`config.mk`:
```
export PLATFORM = sky130hd
export DESIGN_NAME = rst_seq_ctrl
export DESIGN_NICKNAME = d
export VERILOG_FILES = /design/src/rtl/rst_seq_ctrl.sv
export SDC_FILE = /design/constraint.sdc
export NUM_CORES = 1
export LEC_CHECK = 0
export BUFFER_PORTS_ARGS = -buffer_cell sky130_fd_sc_hd__buf_2
export CAP_MARGIN = 20
export CORE_MARGIN = 5
export CORE_UTILIZATION = 60
export CTS_CLUSTER_SIZE = 14
export DETAILED_ROUTE_END_ITERATION = 10
export GPL_ROUTABILITY_DRIVEN = 1
export PLACE_DENSITY = 0.82
export SETUP_SLACK_MARGIN = 0.4
export SLEW_MARGIN = 10
export SYNTH_ARGS = -nofsm -noshare
export SYNTH_HDL_FRONTEND = slang
export SYNTH_SLANG_ARGS = --single-unit
```
`constraint.sdc`:
```
create_clock -name CLK -period 5.8 [get_ports CLK]
set_input_delay 0.87 -clock CLK [delete_from_list [all_inputs] [get_ports CLK]]
set_output_delay 0.87 -clock CLK [all_outputs]
set_load 0.05 [all_outputs]
```
`src/rtl/rst_seq_ctrl.sv`:
```
// Reset release sequencer: releases NUM_DOMAINS active-low resets one at a time in index
// order, waiting for each domain's acknowledge, with timeout and lost-ack fault detection.
module rst_seq_ctrl #(
    parameter int NUM_DOMAINS = 4,
    parameter int HOLD_CYCLES = 4,
    parameter int GAP_CYCLES  = 2,
    parameter int ACK_TIMEOUT = 16
) (
    input  logic                   CLK,
    input  logic                   RST,
    input  logic                   SW_RST_REQ,
    input  logic [NUM_DOMAINS-1:0] DOMAIN_ACK,
    output logic [NUM_DOMAINS-1:0] RST_OUT,
    output logic                   SEQ_BUSY,
    output logic                   SEQ_DONE,
    output logic                   ERR_TIMEOUT,
    output logic                   ERR_ACK_LOST
);

    localparam int IDX_W = $clog2(NUM_DOMAINS);
    localparam int MAX_P = (HOLD_CYCLES > GAP_CYCLES)
                         ? ((HOLD_CYCLES > ACK_TIMEOUT) ? HOLD_CYCLES : ACK_TIMEOUT)
                         : ((GAP_CYCLES > ACK_TIMEOUT) ? GAP_CYCLES : ACK_TIMEOUT);
    localparam int CNT_W = $clog2(MAX_P + 32'sd1);

    localparam logic [CNT_W-1:0] HOLD_LAST = CNT_W'(HOLD_CYCLES - 32'sd1);
    localparam logic [CNT_W-1:0] GAP_LAST  = CNT_W'((GAP_CYCLES > 32'sd0) ? (GAP_CYCLES - 32'sd1) : 32'sd0);
    localparam logic [CNT_W-1:0] ACK_LAST  = CNT_W'(ACK_TIMEOUT - 32'sd1);
    localparam logic [IDX_W-1:0] IDX_LAST  = IDX_W'(NUM_DOMAINS - 32'sd1);
    localparam logic [CNT_W-1:0] CNT_ONE   = CNT_W'(32'sd1);
    localparam logic [IDX_W-1:0] IDX_ONE   = IDX_W'(32'sd1);

    typedef enum logic [2:0] {
        ST_HOLD     = 3'd0,
        ST_WAIT_ACK = 3'd1,
        ST_GAP      = 3'd2,
        ST_RUN      = 3'd3,
        ST_FAULT    = 3'd4
    } state_t;

    state_t                 state_r;
    logic [IDX_W-1:0]       idx_r;
    logic [CNT_W-1:0]       cnt_r;
    logic [IDX_W-1:0]       idx_nxt_s;
    logic [NUM_DOMAINS-1:0] acked_mask_s;
    logic [NUM_DOMAINS-1:0] rel_mask_s;
    logic                   cur_ack_s;
    logic                   ack_lost_s;

    // Already-acked domain mask, next-release one-hot and the current domain's ack.
    always_comb begin
        acked_mask_s = {NUM_DOMAINS{1'b0}};
        rel_mask_s   = {NUM_DOMAINS{1'b0}};
        cur_ack_s    = 1'b0;
        idx_nxt_s    = idx_r + IDX_ONE;
        for (int j = 0; j < NUM_DOMAINS; j++) begin
            case (state_r)
                ST_WAIT_ACK:    acked_mask_s[j] = (j < int'(idx_r));
                ST_GAP, ST_RUN: acked_mask_s[j] = (j <= int'(idx_r));
                default:        acked_mask_s[j] = 1'b0;
            endcase
            rel_mask_s[j] = (j == int'(idx_nxt_s));
            if (j == int'(idx_r)) begin
                cur_ack_s = DOMAIN_ACK[j];
            end else begin
                cur_ack_s = cur_ack_s;
            end
        end
        ack_lost_s = |(acked_mask_s & ~DOMAIN_ACK);
    end

    // Sequencer state machine; every output is a register written here.
    always_ff @(posedge CLK) begin
        if (RST || SW_RST_REQ) begin
            state_r      <= ST_HOLD;
            idx_r        <= {IDX_W{1'b0}};
            cnt_r        <= {CNT_W{1'b0}};
            RST_OUT      <= {NUM_DOMAINS{1'b0}};
            SEQ_BUSY     <= 1'b1;
            SEQ_DONE     <= 1'b0;
            ERR_TIMEOUT  <= 1'b0;
            ERR_ACK_LOST <= 1'b0;
        end else if (ack_lost_s) begin
            state_r      <= ST_FAULT;
            RST_OUT      <= {NUM_DOMAINS{1'b0}};
            SEQ_BUSY     <= 1'b0;
            SEQ_DONE     <= 1'b0;
            ERR_ACK_LOST <= 1'b1;
        end else begin
            case (state_r)
                ST_HOLD: begin
                    if (cnt_r == HOLD_LAST) begin
                        RST_OUT[0] <= 1'b1;
                        cnt_r      <= {CNT_W{1'b0}};
                        state_r    <= ST_WAIT_ACK;
                    end else begin
                        cnt_r <= cnt_r + CNT_ONE;
                    end
                end
                ST_WAIT_ACK: begin
                    // An ack sampled on the timeout edge still counts as on time.
                    if (cur_ack_s) begin
                        cnt_r <= {CNT_W{1'b0}};
                        if (idx_r == IDX_LAST) begin
                            state_r  <= ST_RUN;
                            SEQ_BUSY <= 1'b0;
                            SEQ_DONE <= 1'b1;
                        end else if (GAP_CYCLES == 32'sd0) begin
                            idx_r   <= idx_nxt_s;
                            RST_OUT <= RST_OUT | rel_mask_s;
                        end else begin
                            state_r <= ST_GAP;
                        end
                    end else if (cnt_r == ACK_LAST) begin
                        state_r     <= ST_FAULT;
                        RST_OUT     <= {NUM_DOMAINS{1'b0}};
                        SEQ_BUSY    <= 1'b0;
                        SEQ_DONE    <= 1'b0;
                        ERR_TIMEOUT <= 1'b1;
                    end else begin
                        cnt_r <= cnt_r + CNT_ONE;
                    end
                end
                ST_GAP: begin
                    if (cnt_r == GAP_LAST) begin
                        idx_r   <= idx_nxt_s;
                        RST_OUT <= RST_OUT | rel_mask_s;
                        cnt_r   <= {CNT_W{1'b0}};
                        state_r <= ST_WAIT_ACK;
                    end else begin
                        cnt_r <= cnt_r + CNT_ONE;
                    end
                end
                ST_RUN: begin
                    RST_OUT <= {NUM_DOMAINS{1'b1}};
                end
                ST_FAULT: begin
                    RST_OUT  <= {NUM_DOMAINS{1'b0}};
                    SEQ_BUSY <= 1'b0;
                    SEQ_DONE <= 1'b0;
                end
                default: begin
                    // Unreachable encoding: fail safe with every domain held in reset.
                    state_r  <= ST_FAULT;
                    RST_OUT  <= {NUM_DOMAINS{1'b0}};
                    SEQ_BUSY <= 1'b0;
                    SEQ_DONE <= 1'b0;
                end
            endcase
        end
    end

endmodule
```
== Yosys cells after proc, flatten, opt, wreduce, memory -nomap -nowiden ==
Index checks and enable logic that the tools add are counted.

* Register bits: 18
* Input port bits: 7
* Output and inout port bits: 8
* Logic and storage cells: 106

* Add/subtract/negate cells: 2
* Order comparisons: 6
* Equal/unequal tests: 27
* Muxes and demuxes: 34
* Bitwise logic cells: 8
* Reduce and logical (&&, ||, !) cells: 19

{| class="wikitable"
|+ Operators with widths
! cell !! number
|-
| $pmux 3 s4 || 2
|-
| $mux 5 || 4
|-
| $reduce_and 4->1 || 5
|-
| $mux 3 || 5
|-
| $ne 3x3->1 const B || 5
|-
| $pmux 5 s3 || 1
|-
| $mux 1 || 13
|-
| $mux 4 || 3
|-
| $reduce_and 3->1 || 4
|-
| $pmux 1 s2 || 5
|-
| $eq 2x2->1 const A || 4
|-
| $ne 2x2->1 const B || 4
|-
| $ne 4x4->1 const B || 2
|-
| $eq 3x2->1 const B || 2
|-
| $add 5x1->5 const B || 1
|-
| $eq 5x1->1 const B || 1
|-
| $eq 5x2->1 const B || 1
|-
| $eq 5x4->1 const B || 1
|-
| $not 1->1 || 5
|-
| $reduce_or 5->1 || 1
|-
| $and 4x4->4 || 1
|-
| $eq 1x2->1 const A || 2
|-
| $le 2x2->1 const A || 2
|-
| $logic_not 2->1 || 2
|-
| other kinds (17) || 20
|}

== Depth between registers and ports, before layout ==
Gate-level depths: netlist of run 1.

* Word-level depth: 8
* Depth in mapped cells: 9
* Depth with buffers taken out: 8

== Worst setup path after synthesis of run 1 ==
OpenSTA, ideal clock, no wires.

* Path type: in2reg
* Start point: input port DOMAIN_ACK[0]
* End point: register cnt_r[2]
* Library setup time: 70 ps
* Arrival time: 2626 ps
* Data required time: 5730 ps
* Slack: 3104 ps
* Stages: 7
* Path buffers: 1
* Cell sequence: nand3b_1 a221o_2 and4b_4 or3_1 buf_2 or4b_1 a21oi_1

* Longest elaborated chain between the ends: 6
* Elaborated cells between the ends (all ways): 12
* Classes of those cells: eq/ne: 1; mux: 6; bitwise: 3; reduce/logical: 2

{| class="wikitable"
|+ Ends and longest elaborated chain
! item !! RTL line !! RTL
|-
| from (decl) || 12 || <nowiki>input logic [NUM_DOMAINS-1:0] DOMAIN_ACK,</nowiki>
|-
| $mux 1 (4 in series) || 63 || <nowiki>if (j == int'(idx_r)) begin</nowiki>
|-
| $ne 3x3->1 (no source line) / $mux 5 (equally long branches) || - ||
|-
| $reduce_and 3->1 (no source line) / $pmux 5 s3 (equally long branches) || - ||
|-
| to (signal assigned) || 77 || <nowiki>cnt_r <= {CNT_W{1'b0}};</nowiki>
|-
| to (signal assigned) || 94 || <nowiki>cnt_r <= {CNT_W{1'b0}};</nowiki>
|-
| to (signal assigned) || 97 || <nowiki>cnt_r <= cnt_r + CNT_ONE;</nowiki>
|-
| to (decl) || 43 || <nowiki>logic [CNT_W-1:0] cnt_r;</nowiki>
|}

Several ways; a longest one is shown, not always the timed one.
A chain may end at the register's enable or synchronous reset.

== Worst setup path in the final report of run 1 ==
* Start point: register idx_r[1]
* End point: register cnt_r[2]

* Longest elaborated chain between the ends: 7
* Elaborated cells between the ends (all ways): 25
* Classes of those cells: order compare: 6; eq/ne: 4; mux: 10; bitwise: 2; reduce/logical: 3

{| class="wikitable"
|+ Ends and longest elaborated chain
! item !! RTL line !! RTL
|-
| from (decl) || 42 || <nowiki>logic [IDX_W-1:0] idx_r;</nowiki>
|-
| from (signal assigned) || 76 || <nowiki>idx_r <= {IDX_W{1'b0}};</nowiki>
|-
| from (signal assigned) || 109 || <nowiki>idx_r <= idx_nxt_s;</nowiki>
|-
| from (signal assigned) || 126 || <nowiki>idx_r <= idx_nxt_s;</nowiki>
|-
| $logic_not 2->1 || 63 ||
|-
| $mux 1 (4 in series) || 63 ||
|-
| $ne 3x3->1 (no source line) / $mux 5 (equally long branches) || - ||
|-
| $reduce_and 3->1 (no source line) / $pmux 5 s3 (equally long branches) || - ||
|}

Several ways; a longest one is shown, not always the timed one.

==> results of run 1 <==
==> where the power goes <==
| group | internal [W] | total (W) | switching, W |
|---|---|---|---|
| clock network | 0.0000383 | 0.0000776 | 0.0000393 |
| logic | 0.00000626 | 0.0000154 | 0.00000914 |
| registers | 0.000124 | 0.000126 | 0.00000121 |
| total | 0.000169 | 0.000219 | 0.0000497 |
==> through the flow <==
stage,utilization (%),total power (W),hold WS [ns]
3_3_place_gp,65.43,0.0001427,0.4444
5_1_grt,67.32,0.0002266,0.4927
4_1_cts,67.32,0.0002183,0.4810
6_report,67.32,0.0002186,0.4760
2_1_floorplan,-,0.0001378,0.4529
3_5_place_dp,65.43,0.0001436,0.4521
==> cell families (layout without fill, tap and decap cells) <==
kind of cell | Yosys count | after routing
adder cells (fa/ha/maj) | 10 | 10
AND/OR/NAND/NOR | 67 | 67
AO/OA/AOI/OAI | 39 | 39
flip-flops | 18 | 18
buffers and inverters | 16 | 26
XOR/XNOR | 1 | 1
multiplexers | 2 | 2
==> path summary, 6_finish.rpt <==
path	end	cells past startpoint	from	slack, ns
min reg2reg	RST_OUT[0]	1	RST_OUT[0]	0.48
max	cnt_r[2]	8	idx_r[1]	2.96
min	RST_OUT[0]	1	RST_OUT[0]	0.48
max reg2reg	cnt_r[2]	8	idx_r[1]	2.96
==> synthesized netlist by cell type <==
cell type / instances / share of area [%]
sky130_fd_sc_hd__a211oi_2: 1 / 1.0
sky130_fd_sc_hd__a21oi_1: 14 / 5.9
sky130_fd_sc_hd__a221o_2: 1 / 0.94
sky130_fd_sc_hd__a221oi_1: 2 / 1.5
sky130_fd_sc_hd__a311oi_1: 1 / 0.73
sky130_fd_sc_hd__a31o_2: 1 / 0.73
sky130_fd_sc_hd__a32oi_1: 1 / 0.73
sky130_fd_sc_hd__and2_1: 1 / 0.52
sky130_fd_sc_hd__and3_1: 1 / 0.52
sky130_fd_sc_hd__and3b_1: 1 / 0.73
sky130_fd_sc_hd__and4b_4: 1 / 1.2
sky130_fd_sc_hd__buf_1: 1 / 0.31
sky130_fd_sc_hd__buf_2: 1 / 0.42
sky130_fd_sc_hd__buf_6: 1 / 0.94
sky130_fd_sc_hd__clkbuf_1: 5 / 1.6
sky130_fd_sc_hd__dfxtp_1: 18 / 30
sky130_fd_sc_hd__ha_1: 10 / 10
sky130_fd_sc_hd__inv_1: 8 / 2.5
sky130_fd_sc_hd__mux2i_1: 2 / 1.7
sky130_fd_sc_hd__nand2_1: 5 / 1.6
sky130_fd_sc_hd__nand2b_1: 5 / 2.6
sky130_fd_sc_hd__nand3_1: 3 / 1.3
sky130_fd_sc_hd__nand3b_1: 2 / 1.3
sky130_fd_sc_hd__nand4_1: 1 / 0.52
sky130_fd_sc_hd__nor2_1: 27 / 8.5
sky130_fd_sc_hd__nor2b_1: 1 / 0.52
sky130_fd_sc_hd__nor3_1: 4 / 1.7
sky130_fd_sc_hd__nor3b_1: 2 / 1.3
sky130_fd_sc_hd__nor4_1: 1 / 0.52
sky130_fd_sc_hd__nor4b_1: 1 / 0.73
sky130_fd_sc_hd__o211ai_1: 2 / 1.3
sky130_fd_sc_hd__o21a_1: 6 / 3.8
sky130_fd_sc_hd__o21ai_0: 8 / 3.4
sky130_fd_sc_hd__o22a_1: 1 / 0.73
sky130_fd_sc_hd__o31ai_1: 1 / 0.63
sky130_fd_sc_hd__or2_2: 5 / 2.6
sky130_fd_sc_hd__or3_1: 4 / 2.1
sky130_fd_sc_hd__or4b_1: 1 / 0.84
sky130_fd_sc_hd__or4b_2: 1 / 0.84
sky130_fd_sc_hd__xnor2_1: 1 / 0.73
==> area by class of cell <==
class | instances | area, µm² | area share, %
Inverter | 8 | 30.03 | 2.321
Timing Repair Buffer | 14 | 70.07 | 5.416
Tap cell | 27 | 33.78 | 2.611
Multi-Input combinational cell | 119 | 763.2 | 58.99
Sequential cell | 18 | 360.3 | 27.85
Clock buffer | 4 | 36.28 | 2.805
==> flip-flops by register name (all words and copies together) (netlist names) <==
name          cells
ERR_TIMEOUT       1
RST_OUT           4
cnt_r             5
SEQ_DONE          1
state_r           3
idx_r             2
SEQ_BUSY          1
ERR_ACK_LOST      1
==> worst max-delay path: stages, from the launching register on <==
cell	delay, ns
sky130_fd_sc_hd__dfxtp_1	0.46
sky130_fd_sc_hd__inv_1	0.13
sky130_fd_sc_hd__ha_1	0.23
sky130_fd_sc_hd__nand3b_1	0.20
sky130_fd_sc_hd__a221o_2	0.43
sky130_fd_sc_hd__and4b_4	0.24
sky130_fd_sc_hd__or3_1	0.47
sky130_fd_sc_hd__or4b_1	0.49
sky130_fd_sc_hd__a21oi_1	0.13
==> layer usage <==
metal / vias up / global-route usage (%)
met5: - / 0
met4: 0 / 7.469
met3: 5 / 4.360
met2: 24 / 37.01
met1: 511 / 23.04
li1: 559 / -
==> impl_metrics.tcl, run 1 <==
set metrics [dict create \
    outcome "finished, final reports clean" \
    i_o_pin_count 15 \
    netlist_area_mm2 0.001192 \
    layout.cells.non_filler 190 \
    port_buffers 14 \
    via_count_of_the_first_global_routing_pass 1039 \
    p_leak_nw 0.5306 \
    route.met3.wl_um 123 \
    cap_violations 0 \
    pin_count_of_the_biggest_net_entering_global_routing 19 \
    post_synth_xor_area_fraction_pct 0.7345 \
    share_of_cells_above_drive_strength_1_pct 17.18 \
    setup_repair_after_global_routing_missed_its_margin "false" \
    via_count 1099 \
    initial_antenna_violation_count 0 \
    setup_total_negative_slack_ns 0 \
    power_density_mw_per_mm2 168.9 \
    setup_violations 0 \
    synth-warning-count 0 \
    dominant_combinational_cell_family_by_area_after_synthesis "simple AND/OR/NAND/NOR gates" \
    drt_pre_antenna_iters 4 \
    global_route.overflow_total 0 \
    antenna_left 0 \
    fp.dieW_um 54.58 \
    drt_drc 0 \
    dpl.hpwl_um 2034 \
    cts_resized 0 \
    area.growth.synth_to_final_pct 8.499 \
    routabilityCongestion 0.8404 \
    slew_violations 0 \
    die_height_um 54.58 \
    final.setup_skew_ns 0.002975 \
    min_period_ns 2.840 \
    synth_simple_gate_area_share_pct 29.80 \
    worst_setup_path_end_kind "register" \
    postSynthRegisterBits 18 \
    dp_slack_ns 2.890 \
    postLayoutSetupSlackWorst_ns 2.960 \
    rows 16 \
    dp_cell_count 186 \
    cts.sinks 18 \
    layout_common_cells "sky130_fd_sc_hd__nor2_1, sky130_fd_sc_hd__dfxtp_1, sky130_fd_sc_hd__a21oi_1, sky130_fd_sc_hd__buf_2, sky130_fd_sc_hd__ha_1" \
    tritoncts "built" \
    min_period_over_period_pct 48.96 \
    cts_inserted_buffers 3 \
    routedLengthMet1_um 1105 \
    gr-usage-all-layers_pct 20.42 \
    antenna_cells 0 \
    dr_wl_met2_um 1377 \
    fp.dieArea_mm2 0.002979 \
    ctsHoldBuffers 0 \
    topRoutingLayerUsed "met4" \
    floorplan.initialDensity_pct 62.04 \
    cts.clk_slew.worst_paths_ns 0.10 \
    postCtsSetupRepairBufs 0 \
    synth_cell_type_count 40 \
    vias_per_cell 5.784 \
    crit_required_ns 6.03 \
    nFillCells 172 \
    synth.area.mux_share_pct 1.679 \
    global_route_wire_length_before_repair_um 4429 \
    syn-instance-count 153 \
    cts_root_buffer "sky130_fd_sc_hd__clkbuf_4" \
    worstPathMaxFanout 8 \
    worst_ir_drop_vdd_mv 0.2011 \
    holdCritPathClass "register to register" \
    core_area_mm2 0.001922 \
    critPathKind "register to register" \
    seq_area_frac_synth_pct 30.22 \
    worstPathArrival_ns 3.07 \
    slew_headroom_pct 48.81 \
    net_count_after_synthesis 170 \
    critical_path.startpoint_type "register" \
    cts_buffer_depth 2 \
    design_area_mm2 0.001294 \
    area_after_detailed_placement_mm2 0.001257 \
    final_number_of_hold_violating_endpoints 0 \
    synth-compound-area-share_pct 21.30 \
    fmaxAchievable_mhz 352.1 \
    worstSkewPairLatency_ns 0.29 \
    synthAdderAreaFrac_pct 10.49 \
    worst_slew_pin_slew_ns 0.7609 \
    post_drt_wl_per_cell_um 13.88 \
    layout.nets 181 \
    detailedRoute.firstIterationViolations 22 \
    routed_wire_length_um 2637 \
    most_frequent_standard_cell_in_the_layout_excluding_fill_and_tap_cells "sky130_fd_sc_hd__nor2_1" \
    syn_area_per_cell_um2 7.793 \
    htree_num_levels 1 \
]
Note: power is estimated with default switching activity, not from simulation.
==> inputs of run 2 (changes only) <==
--- a/config.mk
+++ b/config.mk
@@ -8,11 +8,11 @@
 export BUFFER_PORTS_ARGS = -buffer_cell sky130_fd_sc_hd__buf_2
 export CAP_MARGIN = 20
 export CORE_MARGIN = 5
-export CORE_UTILIZATION = 60
+export CORE_UTILIZATION = 51
 export CTS_CLUSTER_SIZE = 14
 export DETAILED_ROUTE_END_ITERATION = 10
 export GPL_ROUTABILITY_DRIVEN = 1
-export PLACE_DENSITY = 0.82
+export PLACE_DENSITY = 0.74
 export SETUP_SLACK_MARGIN = 0.4
 export SLEW_MARGIN = 10
 export SYNTH_ARGS = -nofsm -noshare
==> constraint.sdc (replaced) <==
create_clock -name CLK -period 2.5 [get_ports CLK]
set_input_delay 0.375 -clock CLK [delete_from_list [all_inputs] [get_ports CLK]]
set_output_delay 0.375 -clock CLK [all_outputs]
set_load 0.05 [all_outputs]
==> run 2 against run 1 <==
Compared with the run above: clock-buffer cell count unchanged; sequential power grew 130%; via count increased by 6.8%; global-route usage is 2.0 points lower; die area grew 14%; worst hold slack worse by 0.11 ns; worst setup slack worse by 2.8 ns; design area grew 14%; utilization fell by 0.69 points; critical path depth unchanged; largest power group unchanged.
==> impl_metrics.tcl, run 2 (synthesized netlist as in run 1, its figures left out) <==
set metrics [dict create \
    outcome "finished, final reports clean" \
    ctsHoldBuffers 0 \
    drt_pre_antenna_iters 4 \
    layout.cells.non_filler 205 \
    fp.dieArea_mm2 0.003405 \
    regArea_um2 370.4 \
    via_count_of_the_first_global_routing_pass 1141 \
    total_area_of_multi_input_combinational_cells_um2 822.0 \
    cap_violations 0 \
    pin_count_of_the_biggest_net_entering_global_routing 13 \
    worst_ir_drop_vdd_mv 0.2619 \
    dpl.hpwl_um 2064 \
    biggestRegsByFlops "cnt_r: 5 flops, RST_OUT: 4 flops, state_r: 3 flops" \
    rows 17 \
    tritoncts "built" \
    layout_common_cells "sky130_fd_sc_hd__nor2_1, sky130_fd_sc_hd__dfxtp_1, sky130_fd_sc_hd__buf_2, sky130_fd_sc_hd__buf_4, sky130_fd_sc_hd__a21oi_1" \
    area_after_detailed_placement_mm2 0.001336 \
    layout.nets 195 \
    global_route.overflow_total 0 \
    antenna_left 0 \
    cts.sinks 18 \
    share_of_cells_above_drive_strength_1_pct 32.20 \
    holdCritPathClass "primary input to register" \
    routed_wire_length_um 2853 \
    totalPowerFinal_w 0.0005175 \
    cts_buffer_depth 2 \
    holdPathStages 3 \
    cts_inserted_buffers 3 \
    routabilityCongestion 0.8622 \
    fp.dieW_um 58.36 \
    min_period_ns 2.335 \
    die_height_um 58.36 \
    global_route_wire_length_before_repair_um 4968 \
    final.setup_skew_ns 0.0009398 \
    final_number_of_hold_violating_endpoints 0 \
    i_o_pin_count 15 \
    p_leak_nw 0.6158 \
    setup_repair_after_global_routing_missed_its_margin "true" \
    cts.clk_slew.worst_paths_ns 0.11 \
    core_area_mm2 0.002212 \
    critical_path.startpoint_type "register" \
    power_density_mw_per_mm2 351.1 \
    worst_setup_path_end_kind "register" \
    worstSkewPairLatency_ns 0.30 \
    largest_reg_flops 5 \
    setup_total_negative_slack_ns 0 \
    gr-usage-all-layers_pct 18.40 \
    design_area_mm2 0.001474 \
    worstPathMaxFanout 4 \
    area.growth.synth_to_final_pct 23.61 \
    min_period_over_period_pct 93.39 \
    most_frequent_standard_cell_in_the_layout_excluding_fill_and_tap_cells "sky130_fd_sc_hd__nor2_1" \
    detailedRoute.firstIterationViolations 25 \
    slew_headroom_pct 69.05 \
    setup_violations 0 \
    largest_register "cnt_r" \
    htree_num_levels 1 \
    vias_per_cell 5.727 \
    initial_antenna_violation_count 0 \
    antenna_cells 0 \
    ff2ff_path_depth 8 \
    via_count 1174 \
    drt_drc 0 \
    nFillCells 192 \
    floorplan.initialDensity_pct 53.90 \
    worst_slew_pin_slew_ns 0.4608 \
    slew_violations 0 \
    port_buffers 14 \
    crit_required_ns 2.75 \
    post_drt_wl_per_cell_um 13.92 \
    worstPathArrival_ns 2.58 \
    final.hold.worst_slack_ns 0.3659 \
    dp_cell_count 194 \
    cts_root_buffer "sky130_fd_sc_hd__clkbuf_4" \
    fmaxAchievable_mhz 428.3 \
    critPathKind "register to register" \
]
[run 2: cell types whose count changed in the layout (fill, tap and decap cells not counted), moves of 3 or more]
cell	before	now
sky130_fd_sc_hd__o21ai_1	0	3
sky130_fd_sc_hd__ha_1	10	7
sky130_fd_sc_hd__buf_4	0	14
sky130_fd_sc_hd__dfxtp_1	18	14
sky130_fd_sc_hd__o21ai_0	8	5
[run 2: what timing repair did]
action                     CTS  global route
setup buffers                6             1
setup endpoints to repair   11            11
pin swaps                    6             1
gates resized for setup     11             2
[run 2: per-layer routing]
metal  GRT usage (%)  part of all wire (%)  up-vias
met5               0                     0        -
met4           6.954                   1.7        0
met3           3.070                   6.5        6
met2           31.26                    48       36
met1           23.18                    44      548
li1                -                     -      584
[run 2: path summary, 6_finish.rpt]
check | from | to | slack, ns
worst min register to register | SEQ_BUSY | SEQ_BUSY | 0.47
worst min-delay path | RST | SEQ_BUSY | 0.37
worst max register to register | idx_r[1] | cnt_r[2] | 0.17
worst max-delay path | idx_r[1] | cnt_r[2] | 0.17
[run 2: layout make-up]
cell class                      count  area share (%)
Multi-Input combinational cell    119           55.77
Sequential cell                    18           25.13
Timing Repair Buffer               28           11.88
Clock buffer                        4           2.462
Inverter                            8           2.377
Tap cell                           28           2.377
[run 2: critical path: stages (launching register included)]
cell and delay [ns]:
sky130_fd_sc_hd__dfxtp_4 0.40, sky130_fd_sc_hd__inv_4 0.05, sky130_fd_sc_hd__ha_4 0.16, sky130_fd_sc_hd__nand3b_1 0.18, sky130_fd_sc_hd__a221o_2 0.36, sky130_fd_sc_hd__and4b_4 0.21
sky130_fd_sc_hd__or3_4 0.33, sky130_fd_sc_hd__or4b_1 0.47, sky130_fd_sc_hd__a21oi_1 0.12
[run 2: power by group]
group          internal [W]  leakage (nW)  switching (W)
clock network     0.0000890        0.0210      0.0000983
logic             0.0000177         0.447      0.0000231
registers          0.000287         0.148     0.00000251
[run 2: through the flow]
| step | worst slack, ns | util [%] |
|---|---|---|
| global placement | 0.1398 | 60.41 |
| CTS | 0.1789 | 66.29 |
| detailed placement | 0.08478 | 60.41 |
| finish | 0.1651 | 66.63 |
| floorplan | 0.04056 | - |
| global route | 0.07326 | 66.63 |
